`config.mk`:
```
export PLATFORM = sky130hd
export DESIGN_NAME = phimap_seq_ctrl_flat
export DESIGN_NICKNAME = d
export VERILOG_FILES = /design/src/rtl/phimap_seq_ctrl_pkg.sv /design/src/rtl/phimap_seq_ctrl_if.sv /design/src/rtl/angle_map_pib2.sv /design/src/rtl/phimap_seq_ctrl.sv /design/src/flat_wrapper.sv
export SDC_FILE = /design/constraint.sdc
export NUM_CORES = 1
export LEC_CHECK = 0
export CAP_MARGIN = 25
export CORE_AREA = 8 8 129 119
export CTS_BUF_LIST = sky130_fd_sc_hd__clkbuf_4
export CTS_CLUSTER_DIAMETER = 200
export DETAILED_ROUTE_END_ITERATION = 8
export DIE_AREA = 0 0 137 127
export GPL_ROUTABILITY_DRIVEN = 0
export PLACE_DENSITY = 0.87
export SYNTH_ARGS = -nofsm -noshare
export SYNTH_HDL_FRONTEND = slang
export SYNTH_SLANG_ARGS = --single-unit
```
`constraint.sdc`:
```
create_clock -name clk -period 3.6 [get_ports clk]
set_input_delay 0.54 -clock clk [delete_from_list [all_inputs] [get_ports clk]]
set_output_delay 0.54 -clock clk [all_outputs]
set_load 0.05 [all_outputs]
```
`src/rtl/phimap_seq_ctrl_pkg.sv`:
```
// phimap_seq_ctrl_pkg: shared state encoding and size/slot helpers for the Phi(x) sequencer
package phimap_seq_ctrl_pkg;
    typedef enum logic [1:0] {IDLE, ISSUE, DRAIN, HOLD} state_t;
    function automatic int nh(input int q);
        return (q - 1) / 2;
    endfunction
    function automatic int trunc_w(input int lw);
        return lw + 3;
    endfunction
    function automatic int sin_slot(input int k);
        return 2 * k - 1;
    endfunction
    function automatic int cos_slot(input int k);
        return 2 * k;
    endfunction
    function automatic bit q_ord_ok(input int q);
        return q >= 3 && q % 2 == 1;
    endfunction
endpackage

```
`src/rtl/phimap_seq_ctrl_if.sv`:
```
// phimap_seq_ctrl_if: sample-in / expansion-out handshakes plus the shared sin/cos LUT port
interface phimap_seq_ctrl_if #(parameter int Q_ORD = 7, parameter int WIDTH = 16, parameter int LUT_WIDTH = 7);
    logic in_valid, in_ready, out_valid, out_ready;
    logic [WIDTH-1:0] x_in, lut_sin, lut_cos;
    logic [LUT_WIDTH-1:0] lut_addr;
    logic [Q_ORD*WIDTH-1:0] nonl_x_out_packed;
    modport master(output in_valid, x_in, out_ready, lut_sin, lut_cos,
                   input in_ready, out_valid, lut_addr, nonl_x_out_packed);
    modport slave(input in_valid, x_in, out_ready, lut_sin, lut_cos,
                  output in_ready, out_valid, lut_addr, nonl_x_out_packed);
endinterface

```
`src/rtl/angle_map_pib2.sv`:
```
// angle_map_pib2: folds an angle (LUT_WIDTH fractional bits, units of pi) onto a half-wave |sin|/|cos| LUT address plus signs
module angle_map_pib2 #(parameter int LUT_WIDTH = 7, parameter int TRUNC_WIDTH = 10) (
    input  logic [TRUNC_WIDTH-1:0] x_trunc,
    output logic [LUT_WIDTH-1:0]   x_map,
    output logic                   sign_sin,
    output logic                   sign_cos
);
    logic unused_turns;
    assign x_map = x_trunc[LUT_WIDTH-1:0];
    // odd half-period flips both; cos also flips in the upper quarter of each half-period
    assign sign_sin = x_trunc[LUT_WIDTH];
    assign sign_cos = x_trunc[LUT_WIDTH] ^ x_trunc[LUT_WIDTH-1];
    assign unused_turns = ^x_trunc[TRUNC_WIDTH-1:LUT_WIDTH+1];
endmodule

```
`src/rtl/phimap_seq_ctrl.sv`:
```
// phimap_seq_ctrl: time-multiplexed sin/cos harmonic expansion through one angle map and one LUT port
module phimap_seq_ctrl
    import phimap_seq_ctrl_pkg::*;
#(
    parameter int Q_ORD = 7,
    parameter int WIDTH = 16,
    parameter int QP = 12,
    parameter int LUT_WIDTH = 7
) (
    input logic clk,
    input logic reset,
    phimap_seq_ctrl_if.slave io
);
    localparam int NH = nh(Q_ORD);
    localparam int TW = trunc_w(LUT_WIDTH);
    localparam int SH = QP - LUT_WIDTH;
    localparam int KW = $clog2(NH + 1);
    if (!q_ord_ok(Q_ORD)) begin : g_bad_q_ord
        $error("Q_ORD must be odd and >= 3");
    end
    state_t state;
    logic [WIDTH-1:0] x_r;
    logic [TW-1:0] xt_r, acc, x_trunc;
    logic [KW-1:0] k, k_d;
    logic [LUT_WIDTH-1:0] x_map;
    logic cap, ss, sc, ss_d, sc_d, last, accept;
    function automatic logic [WIDTH-1:0] half_signed(input logic [WIDTH-1:0] v, input logic neg);
        return neg ? -(v >> 1) : v >> 1;
    endfunction
    assign io.in_ready = state == IDLE || (state == HOLD && io.out_ready);
    assign accept = io.in_valid && io.in_ready;
    assign x_trunc = TW'((io.x_in + WIDTH'(1 << (SH - 1))) >> SH);
    assign last = k == KW'(NH);
    assign io.lut_addr = x_map;
    angle_map_pib2 #(.LUT_WIDTH(LUT_WIDTH), .TRUNC_WIDTH(TW)) u_map (
        .x_trunc(acc), .x_map(x_map), .sign_sin(ss), .sign_cos(sc)
    );
    // acc is frozen after the last issue so lut_addr holds its final value
    always_ff @(posedge clk or negedge reset) begin
        if (!reset) begin
            state <= IDLE;
            x_r <= '0;
            xt_r <= '0;
            acc <= '0;
            k <= '0;
            k_d <= '0;
            cap <= 1'b0;
            ss_d <= 1'b0;
            sc_d <= 1'b0;
            io.out_valid <= 1'b0;
            io.nonl_x_out_packed <= '0;
        end else begin
            cap <= state == ISSUE;
            ss_d <= ss;
            sc_d <= sc;
            k_d <= k;
            if (cap) begin
                io.nonl_x_out_packed[0 +: WIDTH] <= x_r;
                io.nonl_x_out_packed[sin_slot(int'(k_d))*WIDTH +: WIDTH] <= half_signed(io.lut_sin, ss_d);
                io.nonl_x_out_packed[cos_slot(int'(k_d))*WIDTH +: WIDTH] <= half_signed(io.lut_cos, sc_d);
            end
            if (accept) begin
                x_r <= io.x_in;
                xt_r <= x_trunc;
                acc <= x_trunc;
                k <= KW'(1);
                io.out_valid <= 1'b0;
                state <= ISSUE;
            end else if (state == ISSUE) begin
                acc <= last ? acc : acc + xt_r;
                k <= last ? k : k + 1'b1;
                state <= last ? DRAIN : ISSUE;
            end else if (state == DRAIN) begin
                io.out_valid <= 1'b1;
                state <= HOLD;
            end else if (state == HOLD && io.out_ready) begin
                io.out_valid <= 1'b0;
                state <= IDLE;
            end
        end
    end
endmodule

```
`src/flat_wrapper.sv`:
```
// flat-port wrapper written by rule: the top's interface ports become plain ports
module phimap_seq_ctrl_flat import phimap_seq_ctrl_pkg::*;
#(
    parameter int Q_ORD = 7,
    parameter int WIDTH = 16,
    parameter int QP = 12,
    parameter int LUT_WIDTH = 7
)
  (clk, reset, io_in_valid, io_x_in, io_out_ready, io_lut_sin, io_lut_cos, io_in_ready, io_out_valid, io_lut_addr, io_nonl_x_out_packed);
  phimap_seq_ctrl_if #(.Q_ORD(Q_ORD), .WIDTH(WIDTH), .LUT_WIDTH(LUT_WIDTH)) io_i ();
  input logic clk;
  input logic reset;
  input wire logic [$bits(io_i.in_valid)-1:0] io_in_valid;
  input wire logic [$bits(io_i.x_in)-1:0] io_x_in;
  input wire logic [$bits(io_i.out_ready)-1:0] io_out_ready;
  input wire logic [$bits(io_i.lut_sin)-1:0] io_lut_sin;
  input wire logic [$bits(io_i.lut_cos)-1:0] io_lut_cos;
  output wire logic [$bits(io_i.in_ready)-1:0] io_in_ready;
  output wire logic [$bits(io_i.out_valid)-1:0] io_out_valid;
  output wire logic [$bits(io_i.lut_addr)-1:0] io_lut_addr;
  output wire logic [$bits(io_i.nonl_x_out_packed)-1:0] io_nonl_x_out_packed;
  assign io_i.in_valid = io_in_valid;
  assign io_i.x_in = io_x_in;
  assign io_i.out_ready = io_out_ready;
  assign io_i.lut_sin = io_lut_sin;
  assign io_i.lut_cos = io_lut_cos;
  assign io_in_ready = io_i.in_ready;
  assign io_out_valid = io_i.out_valid;
  assign io_lut_addr = io_i.lut_addr;
  assign io_nonl_x_out_packed = io_i.nonl_x_out_packed;
  phimap_seq_ctrl #(.Q_ORD(Q_ORD), .WIDTH(WIDTH), .QP(QP), .LUT_WIDTH(LUT_WIDTH)) u_core (.clk(clk), .reset(reset), .io(io_i));
endmodule
```
==> results.json, run 1 <==
{
  "status": "finished, final reports clean",
  "p_clk_share_pct": 13.2,
  "fmax_mhz": 348,
  "nNetsFinal": 951,
  "num-fill-cells": 940,
  "cts_resized": 0,
  "ant_nets": 0,
  "design_area_um2": 9290,
  "synth_cell_types": 55,
  "peakVddDrop_mv": 0.782,
  "pre_cts_ws_ns": 0.732,
  "synth_top_flop_cell": "dfrtp_1",
  "dieArea_um2": 17400,
  "final_hold_viol_count": 0,
  "cts-buffers-inserted": 17,
  "p_seq_share_pct": 29.7,
  "grt_usage_pct": 23.0,
  "power_uw": 10000,
  "wl_per_cell_um": 18.3,
  "ys_ff_latch": 154,
  "min_period_ns": 2.88,
  "drv_cap": 0,
  "fin_hold_ws_ns": 0.0611,
  "cp_slowest_cell": "nor4b_2",
  "core-area_um2": 13100,
  "rows": 40,
  "drt_pre_antenna_iters": 5,
  "slew_headroom_pct": 41.2,
  "die_w_um": 137,
  "drc": 0,
  "worstPathCellList": "inv_1 > ha_1 > inv_1 > nor4b_2 > nand2_1 > o21ai_0",
  "cts_htree_levels": 4,
  "powerDensity_nw_per_um2": 1080,
  "antenna_found_initial": 0,
  "start_util_pct": 53.9,
  "final_cell_mix": "clkdlybuf4s50_1 (169), dfrtp_1 (154), nand2_1 (153)",
  "place_hpwl_um": 14100,
  "setup_viol": 0,
  "clockBufferDepth": 2,
  "clock-sinks": 154,
  "p_int_uw": 5070,
  "grt_pass1_vias": 6135,
  "tightest_slew_ns": 0.880,
  "ff_latch_area_um2": 3850,
  "pwr-share-comb_pct": 57.1,
  "final_max_slew_viol_count": 0,
  "insertion_delay_ns": 0.56,
  "max_stage_delay_ns": 0.83,
  "ys_seq_area_share_pct": 54.6,
  "num_io_pins": 173,
  "cp.arrival_ns": 3.36,
  "startpoint_type": "register",
  "p_sw_share_pct": 49.4,
  "drive_above_1_share_pct": 5.07,
  "hold_path_class": "primary input to async pin",
  "tns_ns": 0,
  "synthCells": 707,
  "syn-num-nets": 784,
  "cts_root_buffer": "clkbuf_4",
  "dpl_cell_area_um2": 8890,
  "cts_tree": "done",
  "io_buffers": 170,
  "setup_ws_ns": 0.723,
  "fp.dieH_um": 127,
  "p_sw_uw": 4960,
  "finClkSkew_ns": 0.0120,
  "drtIter0Drc": 428,
  "syn_area_um2": 7060,
  "routed_wl_um": 19300,
  "cts-hold-fix-buffers": 0,
  "synth_area_per_cell_um2": 9.99,
  "grt_overflow": 0,
  "ys_warn_count": 0,
  "rsz0062_at_grt": "no",
  "grt_pass1_wl_um": 31600,
  "period_share_pct": 79.9,
  "crit_fanout": 16,
  "final_common_cell": "clkdlybuf4s50_1",
  "syn_to_final_growth_pct": 31.5,
  "synth_edf_count": 0,
  "vias": 5998,
  "cts.clk_slew.worst_paths_ns": 0.13,
  "n_antenna_cell": 0,
  "cts_setup_buffers": 0,
  "p_leak_uw": 0.00409,
  "synthArstFlopShare_pct": 100,
  "cp_common_cell": "inv_1",
  "grt_max_degree": 99,
  "vias_per_cell": 5.69,
  "path_class": "register to register",
  "cp.required_ns": 4.08,
  "end_kind": "register",
  "multi_input_area_um2": 3030
}
-- synthesized netlist by cell type, types with 9 or more instances --
library cell  instances  area [µm²]
nor2b_1              12        75.1
xor2_1               20         175
inv_1                14        52.6
dfrtp_1             154        3850
ha_1                 24         300
nand2b_1             12        75.1
a31oi_1              10        62.6
clkbuf_1             20        75.1
a21oi_1              27         135
o31ai_1               9        67.6
nand2_1             153         574
xnor2_1              18         158
o21ai_0              91         455
nor2_1               32         120
a22o_1               21         184
-- final timing paths --
kind,start,endpoint,slack (ns),cells past startpoint
min,reset,u_core.io.nonl_x_out_packed[35],0.06,1
min in group clk,u_core.k[1],u_core.k_d[1],0.43,0
min reg2reg,u_core.k[1],u_core.k_d[1],0.43,0
max in group asynchronous,reset,u_core.x_r[11],2.71,2
max reg2reg,u_core.k_d[0],u_core.io.nonl_x_out_packed[13],0.72,6
max,u_core.k_d[0],u_core.io.nonl_x_out_packed[13],0.72,6
-- critical path, delay by kind of cell, from the launching register on --
family / cells / cell delay [ns]
flip-flops: 1 / 0.49
adder cells (fa/ha/maj): 1 / 0.50
buffers and inverters: 2 / 0.40
AND/OR/NAND/NOR: 2 / 1.16
AO/OA/AOI/OAI: 1 / 0.25
-- per-layer routing --
layer	GRT usage, %	wire [µm]	up-vias
met5	0	0	-
met4	7.85	423	0
met3	6.70	1580	26
met2	36.2	9200	219
met1	29.7	8130	2963
li1	-	-	2790
-- power groups by stage --
stage               registers [µW]  logic, µW  clock network (µW)
floorplan                     4830       2000                   0
global placement              2980       5600                   0
detailed placement            3010       5700                   0
CTS                           2980       5740                1350
global route                  3070       6140                1420
finish                        2980       5720                1330
-- cell families (layout without fill, tap and decap cells) --
family                     after synthesis  in the layout  synth area share [%]
and+or+nand+nor                        250            250                  15.7
AOI/OAI and AO/OA                      193            193                  17.0
DFF                                    154            154                  54.6
buffers and inverters                   42            222                  2.62
xor gates and xnor gates                39             39                  4.94
adders and majority gates               25             25                  4.54
muxes                                    4              4                 0.567
-- through the flow --
stage | utilization, % | std cells
finish | 70.8 | 1055
global route | 70.8 | 1055
CTS | 70.6 | 1054
detailed placement | 67.8 | 1022
global placement | 67.8 | 1022
floorplan | - | 707
-- flip-flops by register name (all words and copies together), names as in the netlist --
register                     cells
u_core.cap                       1
u_core.k_d                       2
u_core.xt_r                      8
u_core.io.nonl_x_out_packed    112
u_core.sc_d                      1
u_core.io.out_valid              1
u_core.acc                       8
u_core.k                         2
u_core.state                     2
u_core.x_r                      16
u_core.ss_d                      1
-- layout make-up --
class / count / share of cell area (%)
multi-input combinational: 511 / 32.6
timing repair buffer: 176 / 19.0
tap: 168 / 2.26
sequential: 154 / 41.5
clock inverter: 15 / 2.65
clock buffer: 17 / 1.37
inverter: 14 / 0.566
Power figures use the tool's default switching activity.
==> inputs of run 2 (changes only) <==
CORE_AREA = 8 8 140 129   (was 8 8 129 119)
DIE_AREA = 0 0 148 137   (was 0 0 137 127)
PLACE_DENSITY = 0.78   (was 0.87)
clock period = 2.55 ns   (was 3.6 ns; I/O delays follow)
==> results.json, run 2 (synthesis gave the netlist of run 1 again) <==
{
  "powerDensity_nw_per_um2": 1480,
  "reg_top3": "u_core.io.nonl_x_out_packed x112, u_core.x_r x16",
  "num_io_pins": 173,
  "core-area_um2": 15700,
  "place_hpwl_um": 14800,
  "p_seq_share_pct": 30.2,
  "clock-sinks": 154,
  "grt_pass1_wl_um": 31500,
  "cp.arrival_ns": 2.74,
  "largest_reg_flops": 112,
  "drive_above_1_share_pct": 7.28,
  "dieArea_um2": 20300,
  "startpoint_type": "register",
  "cts_setup_buffers": 0,
  "final_cell_mix": "clkdlybuf4s50_1 (168), dfrtp_1 (154), nand2_1 (153)",
  "num-fill-cells": 1355,
  "rsz0062_at_grt": "no",
  "nNetsFinal": 971,
  "top_usage_layer": "met2",
  "ant_nets": 0,
  "cts_htree_levels": 4,
  "grt_usage_pct": 19.6,
  "cts-buffers-inserted": 17,
  "syn_to_final_growth_pct": 33.3,
  "peakVddDrop_mv": 0.813,
  "antenna_found_initial": 0,
  "status": "finished, final reports clean",
  "drt_pre_antenna_iters": 5,
  "top_register": "u_core.io.nonl_x_out_packed",
  "tightest_slew_ns": 0.734,
  "drtIter0Drc": 354,
  "drv_cap": 0,
  "start_util_pct": 44.9,
  "use_met3_pct": 4.69,
  "cts_tree": "done",
  "use_met2_pct": 31.6,
  "period_share_pct": 88.5,
  "crit_fanout": 10,
  "path_class": "register to register",
  "grt_overflow": 0,
  "hold_path_class": "primary input to register",
  "clockBufferDepth": 2,
  "cts_resized": 0,
  "p_sw_share_pct": 50.7,
  "cp.required_ns": 3.03,
  "end_kind": "register",
  "vias_per_cell": 5.32,
  "insertion_delay_ns": 0.56,
  "die_w_um": 148,
  "fp.dieH_um": 137,
  "min_period_ns": 2.26,
  "cts-hold-fix-buffers": 1,
  "gr-usage-met1_pct": 25.9,
  "vias": 5925,
  "finClkSkew_ns": 0.0209,
  "pwr-share-comb_pct": 58.3,
  "wl_per_cell_um": 17.6,
  "ff_latch_area_um2": 3850,
  "rows": 44,
  "fmax_mhz": 443,
  "p_leak_uw": 0.00417,
  "final_max_slew_viol_count": 0,
  "drc": 0,
  "power_uw": 13900,
  "cts.clk_slew.worst_paths_ns": 0.15,
  "p_clk_share_pct": 11.5,
  "cts_root_buffer": "clkbuf_4",
  "final_hold_viol_count": 0,
  "p_int_uw": 6870,
  "n_antenna_cell": 0,
  "routed_wl_um": 19700,
  "setup_viol": 0,
  "io_buffers": 170,
  "grt_max_degree": 65,
  "slew_headroom_pct": 50.9,
  "multi_input_area_um2": 3030,
  "final_common_cell": "clkdlybuf4s50_1",
  "tns_ns": 0,
  "p_sw_uw": 7060,
  "grt_pass1_vias": 5880
}
run 2: cell count changes in the layout (fill, tap and decap cells not counted), sizes merged:
cell           delta
clkinvlp          -3
clkinv            +2
clkdlybuf4s50     -1
inv               +5
dlygate4sd3       +1
bufinv            -4
buf              +20
run 2: cell type report:
cell class	count	share of cell area, %
multi-input cells	511	32.2
flip-flops and latches	154	40.9
repair buffers	196	20.3
inverters	14	0.558
clock inverters	15	1.94
clock buffers	17	1.36
well taps	207	2.75
run 2: per-layer routing:
metal,vias to the layer above,routed length (µm)
met5,-,0
met4,0,287
met3,23,1400
met2,194,9350
met1,2878,8610
li1,2830,-
run 2: final timing paths:
kind	slack [ns]	end	from	cells past startpoint
worst max-delay path	0.29	u_core.io.nonl_x_out_packed[4]	u_core.k_d[0]	7
worst min-delay path	0.33	u_core.x_r[3]	io_x_in[3]	3
worst max register to register	0.29	u_core.io.nonl_x_out_packed[4]	u_core.k_d[0]	7
worst min register to register	0.43	u_core.k_d[1]	u_core.k[1]	0
max in group asynchronous	1.35	u_core.xt_r[0]	reset	3
min in group asynchronous	0.37	u_core.io.nonl_x_out_packed[66]	reset	2
run 2: per-stage QoR:
step | worst slack, ns | cell area [µm²] | hold WS (ns) | instances | utilization [%]
detailed placement | 0.00605 | 9100 | 0.409 | 1081 | 57.8
finish | 0.294 | 9420 | 0.335 | 1114 | 59.8
global route | 0.119 | 9420 | 0.293 | 1114 | 59.8
global placement | 0.0286 | 9100 | 0.396 | 1081 | 57.8
CTS | 0.250 | 9420 | 0.298 | 1114 | 59.8
floorplan | 0.360 | 7060 | 0.0869 | 707 | -
run 2: critical path, stage by stage (launching register included):
cell,delay (ns)
dfrtp_1,0.50
inv_1,0.18
ha_1,0.36
inv_1,0.18
nor4b_2,0.30
buf_4,0.20
or2b_1,0.25
a31oi_1,0.19
run 2: power by group through the flow:
stage	Sequential [µW]	Combinational [µW]	Clock [µW]
5_1_grt	4360	8710	1740
6_report	4210	8120	1600
3_5_place_dp	4260	8140	0
4_1_cts	4210	8180	1640
3_3_place_gp	4230	8040	0
2_1_floorplan	6820	2820	0
